--- src/rtl/serial_bus_master_marine_radar.sv ---
// Host-side settings bus master: turns 3-wire host frames into the serial_addr/serial_data/serial_strobe
// write bus and shifts one of four latched status words back out on SDO for read frames.
module serial_bus_master_marine_radar #(
  parameter int         SYNC_STAGES = 2,
  parameter logic [6:0] RB_BASE     = 7'h7C
) (
  input  logic        master_clk,
  input  logic        reset_n,
  input  logic        serial_enable,
  input  logic        serial_clock,
  input  logic        serial_data_in,
  output logic        serial_data_out,
  output logic        serial_data_oe,
  input  logic [31:0] readback_0,
  input  logic [31:0] readback_1,
  input  logic [31:0] readback_2,
  input  logic [31:0] readback_3,
  output logic [6:0]  serial_addr,
  output logic [31:0] serial_data,
  output logic        serial_strobe,
  output logic        frame_error
);

  typedef enum logic [2:0] {IDLE, ADDR, WDATA, RDATA, STROBE} state_t;

  localparam logic [5:0] FRAME_BITS = 6'd40;
  localparam logic [5:0] RD_BITS    = 6'd32;

  state_t state, state_next;

  logic [SYNC_STAGES:0]   sen_sync, sclk_sync;
  logic [SYNC_STAGES-1:0] sdi_sync;
  logic                   sen_s, sclk_s, sdi_s;
  logic                   sen_rise, sen_fall, sclk_rise, sclk_fall;

  logic [5:0]  bit_cnt;
  logic [5:0]  rd_cnt;
  logic [6:0]  addr_sr;
  logic [31:0] data_sr;
  logic [31:0] rb_word;
  logic [31:0] rb_sel;
  logic [6:0]  rb_addr, rb_off;
  logic        last_addr_bit, rw_bit;

  // The extra top flop of SEN/SCLK holds the previous synchronised level for edge detection
  always_ff @(posedge master_clk or negedge reset_n) begin
    if (!reset_n) begin
      sen_sync  <= '0;
      sclk_sync <= '0;
      sdi_sync  <= '0;
    end else begin
      sen_sync  <= {sen_sync[SYNC_STAGES-1:0], serial_enable};
      sclk_sync <= {sclk_sync[SYNC_STAGES-1:0], serial_clock};
      sdi_sync  <= {sdi_sync[SYNC_STAGES-2:0], serial_data_in};
    end
  end

  assign sen_s     = sen_sync[SYNC_STAGES-1];
  assign sclk_s    = sclk_sync[SYNC_STAGES-1];
  assign sdi_s     = sdi_sync[SYNC_STAGES-1];
  assign sen_rise  = sen_s & ~sen_sync[SYNC_STAGES];
  assign sen_fall  = ~sen_s & sen_sync[SYNC_STAGES];
  assign sclk_rise = sen_s & sclk_s & ~sclk_sync[SYNC_STAGES];
  assign sclk_fall = sen_s & ~sclk_s & sclk_sync[SYNC_STAGES];

  // The R/W bit sits at the top of the address shifter until the 8th bit pushes it out
  assign last_addr_bit = (state == ADDR) && sclk_rise && (bit_cnt == 6'd7);
  assign rw_bit        = addr_sr[6];
  assign rb_addr       = {addr_sr[5:0], sdi_s};
  assign rb_off        = rb_addr - RB_BASE;

  always_comb begin
    rb_sel = 32'h0;
    if (rb_off[6:2] == 5'd0) begin
      case (rb_off[1:0])
        2'd0:    rb_sel = readback_0;
        2'd1:    rb_sel = readback_1;
        2'd2:    rb_sel = readback_2;
        default: rb_sel = readback_3;
      endcase
    end
  end

  always_ff @(posedge master_clk or negedge reset_n) begin
    if (!reset_n) state <= IDLE;
    else          state <= state_next;
  end

  always_comb begin
    state_next = state;
    if (sen_rise) begin
      state_next = ADDR;
    end else begin
      case (state)
        IDLE:    state_next = IDLE;
        ADDR: begin
          if (sen_fall)           state_next = IDLE;
          else if (last_addr_bit) state_next = rw_bit ? RDATA : WDATA;
        end
        WDATA: begin
          if (sen_fall) state_next = (bit_cnt == FRAME_BITS) ? STROBE : IDLE;
        end
        RDATA: begin
          if (sen_fall) state_next = IDLE;
        end
        STROBE:  state_next = IDLE;
        default: state_next = IDLE;
      endcase
    end
  end

  always_comb begin
    serial_strobe   = (state == STROBE);
    serial_data_oe  = (state == RDATA) && (rd_cnt != RD_BITS);
    serial_data_out = serial_data_oe & rb_word[31];
  end

  // Shifters, counters and the write bus; serial_addr/data only move when entering STROBE
  always_ff @(posedge master_clk or negedge reset_n) begin
    if (!reset_n) begin
      bit_cnt     <= '0;
      rd_cnt      <= '0;
      addr_sr     <= '0;
      data_sr     <= '0;
      rb_word     <= '0;
      serial_addr <= '0;
      serial_data <= '0;
      frame_error <= 1'b0;
    end else if (sen_rise) begin
      bit_cnt <= '0;
      rd_cnt  <= '0;
      addr_sr <= '0;
      data_sr <= '0;
      rb_word <= '0;
    end else begin
      case (state)
        ADDR: begin
          if (sen_fall) begin
            frame_error <= 1'b1;
          end else if (sclk_rise) begin
            addr_sr <= {addr_sr[5:0], sdi_s};
            bit_cnt <= bit_cnt + 6'd1;
            if (last_addr_bit && rw_bit) rb_word <= rb_sel;
          end
        end
        WDATA: begin
          if (sen_fall) begin
            if (bit_cnt == FRAME_BITS) begin
              serial_addr <= addr_sr;
              serial_data <= data_sr;
            end else begin
              frame_error <= 1'b1;
            end
          end else if (sclk_rise && (bit_cnt != FRAME_BITS)) begin
            data_sr <= {data_sr[30:0], sdi_s};
            bit_cnt <= bit_cnt + 6'd1;
          end
        end
        RDATA: begin
          if (sen_fall) begin
            frame_error <= 1'b0;
          end else if (sclk_fall && (rd_cnt != RD_BITS)) begin
            rb_word <= {rb_word[30:0], 1'b0};
            rd_cnt  <= rd_cnt + 6'd1;
          end
        end
        STROBE:  frame_error <= 1'b0;
        default: ;
      endcase
    end
  end

endmodule
--- config.mk ---
export PLATFORM = sky130hd
export DESIGN_NAME = serial_bus_master_marine_radar
export DESIGN_NICKNAME = d
export VERILOG_FILES = /design/src/rtl/serial_bus_master_marine_radar.sv
export SDC_FILE = /design/constraint.sdc
export NUM_CORES = 1
export LEC_CHECK = 0
export ABC_CLOCK_PERIOD_IN_PS = 4140
export CORE_MARGIN = 5
export CORE_UTILIZATION = 50
export DETAILED_ROUTE_END_ITERATION = 12
export PLACE_DENSITY = 0.84
export SLEW_MARGIN = 10
export SYNTH_ARGS = -nofsm -noshare
export SYNTH_HDL_FRONTEND = slang
export SYNTH_SLANG_ARGS = --single-unit
export TNS_END_PERCENT = 50
--- constraint.sdc ---
create_clock -name master_clk -period 4.14 [get_ports master_clk]
set_clock_uncertainty 0.1 [all_clocks]
set_input_delay 0.414 -clock master_clk [delete_from_list [all_inputs] [get_ports master_clk]]
set_output_delay 0.414 -clock master_clk [all_outputs]
set_load 0.02 [all_outputs]
==> implementation parameters <==
Parameter                              Value

Yosys
  Mapped Nets    708
  Mapped cell area    6810 µm²
  Cell with the most instances after synthesis    dfrtp_1
  EDFF count, synth    0
  Ys flop type    dfrtp_1
  Most area-hungry cell type in the Yosys netlist    dfrtp_1
  Average footprint of a synthesized cell    12.0 µm²
  Post-synth top cells    dfrtp_1 (134), mux2_2 (61), nand2_1 (47)
  Biggest area contributors in the synthesized netlist    dfrtp_1 (49%), mux4_2 (11%), mux2_2 (10%), a22oi_1 (3.5%), nand2b_1 (3.0%)
  Post-synthesis sequential element count    134
  Distinct cell type count of the synthesized netlist    51
  Share of synthesized registers carrying an async set or reset    100%
  Post-synth top area share    49.3%
  Synth Instances    568
  Count of warnings emitted by yosys    0
  Portion of the post-synthesis area used by sequential elements    49.3%

Global route
  Vias in the first global route    ~5400
  First-pass GRT wire length    26900 µm
  Total global-route track usage    20.8%
  Overall overflow remaining after global route    0
  Initial antenna violation count    0
  Maximum number of pins on one net before global-route repair    107

Route
  WL per Instance    ~18 µm
  Total length of routed wires    16300 µm
  Post-DR vias/cell    5.65
  Initial DRT Pass Iterations    7
  DRC violations left    0
  DRC violation total after the first TritonRoute iteration    384
  Count of antenna-violating nets left after detailed routing    0
  Number of vias after detailed routing    5166

Clocking
  Clock Tree Buf Depth    2
  Clock latency on the worst-skew pair    between 0.4 and 0.5 ns
  CTS H-tree depth    4
  Clock-pin transition on the worst setup and hold timing paths    0.06 ns
  CTS root buffer    clkbuf_16
  Number of buffers inserted during clock tree synthesis    17
  Number of buffers inserted for hold repair after clock tree synthesis    0
  Buffers inserted during post-CTS setup optimization    0
  Resize count post-CTS    0
  TritonCTS clock tree    done
  Num Clock Sinks    ~130

Power
  Clock network power share    39.0%
  Seq pwr share    40.0%
  LEAKAGE    3.92 nW
  Net switching fraction of the power    28.7%
  Internal    ~2.6 mW
  Power density cells    about 400 nW/µm²
  Share of total power in combinational logic    a little over a fifth
  Largest vdd supply drop    322 µV
  Switching power summed over all nets    1.06 mW

Final layout
  Final design area excluding fillers    about 9200 µm²
  Signed area change from the synthesized netlist to the final layout    34.9%
  N_diodes    0
  Final net count    865
  Area occupied by registers    about 3400 µm²
  Multi-input gate area in the final layout    approximately 3200 µm²
  Share of layout cells above drive strength 1    19.1%
  Count of fill cells added during filler insertion    901

Worst setup path
  Crit path launch type    flip-flop
  Critical Path AT    2.49 ns
  Critical path endpoint category    primary output
  Required time reported for the critical path endpoint    3.63 ns
  Crit path kind    reg2out
  Largest fanout on the critical path    11

STA
  Min Tclk post-route    between 3 and 4 ns
  Max Fclk    about 0.33 GHz
  RSZ-0062 raised after global routing    no
  Final setup violation count    0
  Slew @ Worst Pin    1.11 ns
  Slew Limit Headroom    25.6%
  Worst hold margin    -0.000632 ns
  Final number of hold-violating endpoints    1
  Share of the clock period used by the worst path    72.5%
  Total negative slack for setup checks    0 ns
  Fin. max-slew vios    0

Floorplanning
  CORE AREA    13300 µm²
  Area of the die    16000 µm²
  Top-level I/O count    between 150 and 200
  Number of standard-cell rows in the floorplan    42
  Initial Util    around 51%
  Die height    127 µm
  Die span in x    127 µm

Outcome
  Failing checks    negative hold slack
  Run status    complete, but fails checks

Placement
  Final GP Congestion    0.855
  Post-place instance area    ~8600 µm²
  Port bufs    175
  DP Wirelength    11800 µm

Flow run
  Count of max-cap constraint violations    0

Min path
  Classification of the worst-slack hold path    in2async
## worst max-delay path, cell delays in order (launching register included)
cell and delay [ns]:
dfrtp_1 0.52, and3b_1 0.50, o41a_2 0.28, and2_1 0.14, clkdlybuf4s50_1 0.64
## stage by stage
stage / setup WS, ns / power, mW / cells / utilization (%)
2_1_floorplan: 1.95 / 2.00 / 568 / -
3_3_place_gp: 1.45 / 2.23 / 882 / 64.8
3_5_place_dp: 1.34 / 2.28 / 882 / 64.8
4_1_cts: 1.14 / 3.72 / 914 / 69.0
5_1_grt: 0.965 / 3.86 / 914 / 69.0
6_report: 1.14 / 3.70 / 914 / 69.0
## layer usage
metal / track usage (%) / part of all wire, % / vias to the layer above
li1: - / - / 2382
met1: 24.6 / 39 / 2540
met2: 36.6 / 52 / 212
met3: 4.96 / 5.9 / 32
met4: 8.33 / 2.6 / 0
met5: 0 / 0 / -
## power by group through the flow
stage          clock network, mW  registers, mW  logic, mW
2_1_floorplan                  0           1.45      0.546
6_report                    1.44           1.48      0.777
5_1_grt                     1.53           1.49      0.843
3_5_place_dp                   0           1.50      0.778
4_1_cts                     1.46           1.48      0.783
3_3_place_gp                   0           1.49      0.740
## flip-flops by register name (all words and copies together), names as in the netlist, 3 cells and up
name and count:
addr_sr 7, bit_cnt 6, serial_addr 7, state 3
data_sr 32, rb_word 32, rd_cnt 6, sen_sync 3
serial_data 32, sclk_sync 3
## cell type report
class,instances,share of cell area (%)
Clock buffer,21,4.91
Clock inverter,11,1.27
Inverter,12,0.491
Multi-Input combinational cell,379,34.8
Sequential cell,134,36.6
Tap cell,176,2.40
Timing Repair Buffer,181,19.6
## path summary, 6_finish.rpt
| kind | endpoint | cells after the start | slack [ns] | startpoint |
|---|---|---|---|---|
| worst max register to register | data_sr[14] | 5 | 1.26 | sen_sync[1] |
| min in group master_clk | sclk_sync[1] | 0 | 0.25 | sclk_sync[0] |
| worst max-delay path | serial_data_out | 4 | 1.14 | state[0] |
| max in group asynchronous | data_sr[31] | 2 | 2.97 | reset_n |
| worst min register to register | sclk_sync[1] | 0 | 0.25 | sclk_sync[0] |
| worst min-delay path | serial_data[27] | 1 | -0.0006 | reset_n |
## cell families (layout without fill, tap and decap cells)
logic type	Yosys count	in the layout	synth area share, %
fa+ha+maj	7	7	1.29
buf+inv	55	225	4.12
flops	134	134	49.3
mux	104	104	22.5
compound gates	106	106	10.8
simple gates	162	162	12.1
## placed cells by master, fill, tap and decap left out, types with 2 or more instances in the layout
cell type and count:
clkbuf_1 3, mux4_2 32, o41ai_1 2, nand2_1 47
nor2_1 37, clkinvlp_4 3, nand2b_1 33, mux2_2 61
or3_1 4, nor3b_1 4, nand4_1 4, a31oi_1 2
nand3_1 7, nor3_1 4, and2_1 3, a22o_1 10
o21bai_1 2, clkdlybuf4s50_1 174, nor2b_1 5, a21oi_1 7
dfrtp_1 133, and3_1 2, buf_4 6, mux2i_1 2
clkbuf_16 17, inv_6 5, inv_1 12, nor4_1 3
mux2_1 9, and3b_1 2, a22oi_1 32, o21ai_0 39
a221o_1 2, ha_1 6
No activity file was read; power rests on OpenSTA's default activity.
